### config.mk
export PLATFORM = sky130hd
export DESIGN_NAME = alu_arbiter_flat
export DESIGN_NICKNAME = d
export VERILOG_FILES = /design/src/rtl/alu_arbiter_if.sv /design/src/rtl/alu_arbiter.sv /design/src/flat_wrapper.sv
export SDC_FILE = /design/constraint.sdc
export NUM_CORES = 1
export LEC_CHECK = 0
export ABC_AREA = 1
export CAP_MARGIN = 20
export CORE_MARGIN = 5
export CORE_UTILIZATION = 37
export DETAILED_ROUTE_END_ITERATION = 16
export PLACE_DENSITY = 0.92
export SYNTH_ARGS = -nofsm -noshare
export SYNTH_HDL_FRONTEND = slang
export SYNTH_SLANG_ARGS = --single-unit
### constraint.sdc
create_clock -name clk_i -period 1.8 [get_ports clk_i]
set_clock_uncertainty 0.15 [all_clocks]
set_input_delay 0.27 -clock clk_i [delete_from_list [all_inputs] [get_ports clk_i]]
set_output_delay 0.27 -clock clk_i [all_outputs]
set_load 0.05 [all_outputs]
### src/rtl/alu_arbiter_if.sv
// Requester, ALU and response signal bundle for alu_arbiter.
// The slave modport is the arbiter; the master modport is the requester/ALU side.
interface alu_arbiter_if;
  logic        req0_valid;
  logic        req0_ready;
  logic [31:0] req0_data1;
  logic [31:0] req0_data2;
  logic [2:0]  req0_ctrl;
  logic        req1_valid;
  logic        req1_ready;
  logic [31:0] req1_data1;
  logic [31:0] req1_data2;
  logic [2:0]  req1_ctrl;
  logic [31:0] alu_data1;
  logic [31:0] alu_data2;
  logic [2:0]  alu_ctrl;
  logic [31:0] alu_data;
  logic        resp_valid;
  logic        resp_id;
  logic [31:0] resp_data;
  logic        busy;

  modport slave (
    input  req0_valid, req0_data1, req0_data2, req0_ctrl,
    output req0_ready,
    input  req1_valid, req1_data1, req1_data2, req1_ctrl,
    output req1_ready,
    output alu_data1, alu_data2, alu_ctrl,
    input  alu_data,
    output resp_valid, resp_id, resp_data, busy
  );

  modport master (
    output req0_valid, req0_data1, req0_data2, req0_ctrl,
    input  req0_ready,
    output req1_valid, req1_data1, req1_data2, req1_ctrl,
    input  req1_ready,
    input  alu_data1, alu_data2, alu_ctrl,
    output alu_data,
    input  resp_valid, resp_id, resp_data, busy
  );
endinterface

### src/rtl/alu_arbiter.sv
// Round-robin arbiter sharing one 32-bit ALU between two requesters, with
// registered operands, multi-cycle multiply sequencing and a tagged result pulse.
module alu_arbiter #(
  parameter int unsigned MUL_LAT = 3
) (
  input  logic          clk_i,
  input  logic          rst_i,
  alu_arbiter_if.slave  bus
);

  localparam int unsigned CNT_W    = (MUL_LAT > 1) ? $clog2(MUL_LAT) : 1;
  localparam logic [2:0]  CTRL_MUL = 3'b011;

  typedef enum logic {IDLE, EXEC} state_t;

  state_t            state;
  state_t            state_next;
  logic              prio;
  logic              owner;
  logic              gnt;
  logic              take;
  logic [CNT_W-1:0]  cnt;
  logic [31:0]       data1;
  logic [31:0]       data2;
  logic [2:0]        ctrl;
  logic [31:0]       sel_data1;
  logic [31:0]       sel_data2;
  logic [2:0]        sel_ctrl;
  logic              resp_valid;
  logic              resp_id;
  logic [31:0]       resp_data;

  always_comb begin
    state_next = state;
    gnt        = 1'b0;
    take       = 1'b0;
    case (state)
      IDLE: begin
        if (bus.req0_valid && bus.req1_valid) begin
          gnt  = prio;
          take = 1'b1;
        end else if (bus.req0_valid) begin
          take = 1'b1;
        end else if (bus.req1_valid) begin
          gnt  = 1'b1;
          take = 1'b1;
        end
        if (take) state_next = EXEC;
      end
      EXEC: begin
        if (cnt == '0) state_next = IDLE;
      end
      default: state_next = IDLE;
    endcase
  end

  always_comb begin
    sel_data1 = gnt ? bus.req1_data1 : bus.req0_data1;
    sel_data2 = gnt ? bus.req1_data2 : bus.req0_data2;
    sel_ctrl  = gnt ? bus.req1_ctrl  : bus.req0_ctrl;
  end

  // Ready is gated by reset directly so neither requester sees a grant while held in reset.
  assign bus.req0_ready = rst_i & take & ~gnt;
  assign bus.req1_ready = rst_i & take &  gnt;

  always_ff @(posedge clk_i or negedge rst_i) begin
    if (!rst_i) begin
      state      <= IDLE;
      prio       <= 1'b0;
      owner      <= 1'b0;
      cnt        <= '0;
      data1      <= '0;
      data2      <= '0;
      ctrl       <= '0;
      resp_valid <= 1'b0;
      resp_id    <= 1'b0;
      resp_data  <= '0;
    end else begin
      state      <= state_next;
      resp_valid <= 1'b0;
      case (state)
        IDLE: begin
          if (take) begin
            data1 <= sel_data1;
            data2 <= sel_data2;
            ctrl  <= sel_ctrl;
            owner <= gnt;
            prio  <= ~gnt;
            cnt   <= (sel_ctrl == CTRL_MUL) ? CNT_W'(MUL_LAT - 1) : '0;
          end
        end
        EXEC: begin
          if (cnt != '0) begin
            cnt <= cnt - CNT_W'(1);
          end else begin
            resp_valid <= 1'b1;
            resp_id    <= owner;
            resp_data  <= bus.alu_data;
          end
        end
        default: ;
      endcase
    end
  end

  assign bus.alu_data1  = data1;
  assign bus.alu_data2  = data2;
  assign bus.alu_ctrl   = ctrl;
  assign bus.resp_valid = resp_valid;
  assign bus.resp_id    = resp_id;
  assign bus.resp_data  = resp_data;
  assign bus.busy       = (state == EXEC);

endmodule

### src/flat_wrapper.sv
// flat-port wrapper written by rule: the top's interface ports become plain ports
module alu_arbiter_flat 
#(
  parameter int unsigned MUL_LAT = 3
)
  (clk_i, rst_i, bus_req0_valid, bus_req0_data1, bus_req0_data2, bus_req0_ctrl, bus_req0_ready, bus_req1_valid, bus_req1_data1, bus_req1_data2, bus_req1_ctrl, bus_req1_ready, bus_alu_data1, bus_alu_data2, bus_alu_ctrl, bus_alu_data, bus_resp_valid, bus_resp_id, bus_resp_data, bus_busy);
  alu_arbiter_if bus_i ();
  input  logic clk_i;
  input  logic rst_i;
  input wire logic [$bits(bus_i.req0_valid)-1:0] bus_req0_valid;
  input wire logic [$bits(bus_i.req0_data1)-1:0] bus_req0_data1;
  input wire logic [$bits(bus_i.req0_data2)-1:0] bus_req0_data2;
  input wire logic [$bits(bus_i.req0_ctrl)-1:0] bus_req0_ctrl;
  output wire logic [$bits(bus_i.req0_ready)-1:0] bus_req0_ready;
  input wire logic [$bits(bus_i.req1_valid)-1:0] bus_req1_valid;
  input wire logic [$bits(bus_i.req1_data1)-1:0] bus_req1_data1;
  input wire logic [$bits(bus_i.req1_data2)-1:0] bus_req1_data2;
  input wire logic [$bits(bus_i.req1_ctrl)-1:0] bus_req1_ctrl;
  output wire logic [$bits(bus_i.req1_ready)-1:0] bus_req1_ready;
  output wire logic [$bits(bus_i.alu_data1)-1:0] bus_alu_data1;
  output wire logic [$bits(bus_i.alu_data2)-1:0] bus_alu_data2;
  output wire logic [$bits(bus_i.alu_ctrl)-1:0] bus_alu_ctrl;
  input wire logic [$bits(bus_i.alu_data)-1:0] bus_alu_data;
  output wire logic [$bits(bus_i.resp_valid)-1:0] bus_resp_valid;
  output wire logic [$bits(bus_i.resp_id)-1:0] bus_resp_id;
  output wire logic [$bits(bus_i.resp_data)-1:0] bus_resp_data;
  output wire logic [$bits(bus_i.busy)-1:0] bus_busy;
  assign bus_i.req0_valid = bus_req0_valid;
  assign bus_i.req0_data1 = bus_req0_data1;
  assign bus_i.req0_data2 = bus_req0_data2;
  assign bus_i.req0_ctrl = bus_req0_ctrl;
  assign bus_req0_ready = bus_i.req0_ready;
  assign bus_i.req1_valid = bus_req1_valid;
  assign bus_i.req1_data1 = bus_req1_data1;
  assign bus_i.req1_data2 = bus_req1_data2;
  assign bus_i.req1_ctrl = bus_req1_ctrl;
  assign bus_req1_ready = bus_i.req1_ready;
  assign bus_alu_data1 = bus_i.alu_data1;
  assign bus_alu_data2 = bus_i.alu_data2;
  assign bus_alu_ctrl = bus_i.alu_ctrl;
  assign bus_i.alu_data = bus_alu_data;
  assign bus_resp_valid = bus_i.resp_valid;
  assign bus_resp_id = bus_i.resp_id;
  assign bus_resp_data = bus_i.resp_data;
  assign bus_busy = bus_i.busy;
  alu_arbiter #(.MUL_LAT(MUL_LAT)) u_core (.clk_i(clk_i), .rst_i(rst_i), .bus(bus_i));
endmodule
==> flow_metrics.tcl <==
set metrics [dict create \
    setup_tns_ns -0.2046 \
    netlist_area_mm2 0.004477 \
    drive_above_1_share_pct 19.30 \
    wl_um 14660 \
    h-tree-depth 3 \
    start_kind "primary input" \
    synth_nets 711 \
    hold_start "bus_alu_data[11]" \
    grt_pass1_vias 4569 \
    fin_ws_ns -0.1209 \
    timing.rr.end "u_core.cnt[1]" \
    multi_input_area_mm2 0.001629 \
    leakage_nw 3.748 \
    holdPathEnd "u_core.bus.resp_data[11]" \
    seq_area_mm2 0.002654 \
    place.gp.congestion 0.8015 \
    max_cap_violations 0 \
    outcome "finished with violations" \
    end_kind "primary output" \
    cts_root_buffer "clkbuf_16" \
    drc 0 \
    crit_path_start "bus_req1_valid" \
    p_per_area_mw_per_mm2 2087 \
    antenna_left 0 \
    hold_path.class "primary input to flip-flop" \
    grt-ovfl-total 0 \
    min_period_over_period_pct 106.7 \
    ys_ff_latch 106 \
    synth-seq-area-share_pct 59.25 \
    ys_warn_count 0 \
    coreArea_mm2 0.01191 \
    drt_first_iter_violations 281 \
    clk-insertion-delay-late_ns 0.34 \
    initial_utilization_pct 37.58 \
    synthCells 540 \
    reg2reg_from "u_core.bus.busy" \
    dp_hpwl_um 11200 \
    cts_sinks 106 \
    violations "negative setup slack" \
    row_count 40 \
    crit_required_ns 1.38 \
    grt_usage_pct 20.02 \
    io_buffers 273 \
    vias 4553 \
    worst_pin_slew_ns 0.5726 \
    die_h_um 120.0 \
    nFillCells 986 \
    r2r_cells 10 \
    avgSynthCellArea_um2 8.290 \
    fin_nets 995 \
    relSlewSlack_pct 61.82 \
    period_minus_slack_ns 1.921 \
    antenna_found_initial 0 \
    dr.pass1.iters 4 \
    diodes 0 \
    tritoncts "yes" \
    worst-r2r-setup-slack_ns 0.12 \
    clk_pin_slew_worst_paths_ns 0.07 \
    worstHoldPathCells 3 \
    layout_common_cells "284 x nand2_1, 168 x clkdlybuf4s50_1, 119 x buf_4" \
    clk_path_buf_depth 2 \
    grt_setup_unrepaired "yes" \
    peakVddDrop_mv 1.143 \
    grt_max_degree 107 \
    setup_violations 2 \
    syn_to_final_growth_pct 70.43 \
    cts_inserted_buffers 9 \
    synth_cell_type_count 20 \
    final_common_cell "nand2_1" \
    fin_util_pct 64.05 \
    max_freq_mhz 520.6 \
    avgViaCountPerCell 4.665 \
    crit_fanout 3 \
    hold_viol 0 \
    crit_type "primary input to primary output" \
    maxSlewViolCount 0 \
    die_area_mm2 0.01440 \
    crit_arrival_ns 1.50 \
    wl_per_cell_um 15.02 \
    die_x_um 120.0 \
    grt_first_pass_wirelength_um 22940 \
    num_io_pins 274 \
]
## Yosys cell counts
master / number / area, um2
a21oi_1: 1 / 5.000
a31oi_1: 1 / 6.260
buf_2: 13 / 65.06
buf_4: 5 / 37.54
buf_6: 2 / 22.52
clkbuf_1: 8 / 30.03
dfrtp_1: 106 / 2653
ha_1: 1 / 12.51
inv_1: 12 / 45.04
inv_2: 3 / 11.26
inv_4: 1 / 6.260
nand2_1: 285 / 1070
nand2_2: 2 / 12.51
nand3_1: 59 / 295.3
nand3b_1: 1 / 7.510
nor2_1: 14 / 52.55
nor2_4: 2 / 22.52
o21ai_0: 13 / 65.06
o21ai_1: 10 / 50.05
o31ai_1: 1 / 7.510
## worst max-delay path, stage by stage
cell,delay (ns)
clkdlybuf4s50_1,0.47
inv_2,0.05
nor2_4,0.13
inv_2,0.06
nand2_4,0.06
inv_4,0.04
nor2_4,0.10
inv_2,0.06
nor2_4,0.12
buf_12,0.14
## per-layer routing
metal	vias to the layer above	wire length, um	track usage [%]
li1	2254	-	-
met1	2064	5567	23.31
met2	208	7213	33.97
met3	27	1496	6.692
met4	0	378	7.946
met5	-	0	0
## registers in the layout (all words and copies together) (netlist names)
name,cells
u_core.bus.alu_data1,32
u_core.bus.alu_data2,32
u_core.bus.resp_data,32
u_core.bus.alu_ctrl,3
u_core.cnt,2
u_core.bus.busy,1
u_core.bus.resp_id,1
u_core.bus.resp_valid,1
u_core.owner,1
u_core.prio,1
## cell families (layout without fill, tap and decap cells)
group | count (synthesis) | in the layout | synth area share [%]
AND/OR/NAND/NOR | 363 | 363 | 32.62
flip-flops | 106 | 106 | 59.25
buffers and inverters | 44 | 333 | 4.863
AO/OA/AOI/OAI | 26 | 26 | 2.991
adder cells (fa/ha/maj) | 1 | 1 | 0.2794
## repair_timing
action / 4_1_cts / 5_1_grt
cloned: 0 / 0
gates resized for setup: 0 / 4
endpoints found under the setup margin: 2 / 2
endpoints found under the hold margin: 106 / 0
setup buffers: 3 / 4
pin swaps: 1 / 1
hold buffers: 1 / 0
## how the worst max path moves through the flow
stage	to	slack [ns]	cells after the start
floorplan	bus_req0_ready	-0.03	8
global placement	bus_req0_ready	-0.13	10
detailed placement	u_core.bus.alu_data1[6]	-0.16	10
CTS	bus_req0_ready	-0.14	8
global route	bus_req0_ready	-0.20	8
finish	bus_req0_ready	-0.12	10
## where the power goes
part / internal [mW] / leakage [nW] / switching (mW) / total, mW
clock: 0.979 / 0.133 / 0.864 / 1.84
combinational: 3.10 / 2.33 / 6.72 / 9.82
sequential: 3.60 / 1.28 / 0.659 / 4.26
total: 7.68 / 3.75 / 8.24 / 15.9
## cell type report
| cell class | instances | area share, % |
|---|---|---|
| clock inverter | 4 | 0.3444 |
| sequential | 106 | 34.78 |
| tap | 147 | 2.411 |
| timing repair buffer | 301 | 37.06 |
| multi-input combinational | 390 | 21.35 |
| clock buffer | 12 | 3.231 |
| inverter | 16 | 0.8199 |
## metrics by stage
step	total power [mW]	instances	setup slack [ns]	area [um2]	hold WS [ns]
3_5_place_dp	14.11	952	-0.1631	7284	0.2640
6_report	15.92	976	-0.1209	7630	0.3102
4_1_cts	16.03	972	-0.1390	7590	0.3038
2_1_floorplan	10.60	540	-0.03340	4498	-0.1756
5_1_grt	16.85	976	-0.2034	7630	0.3269
3_3_place_gp	13.86	952	-0.1261	7284	0.2666
(Power assumes the default switching activity.)
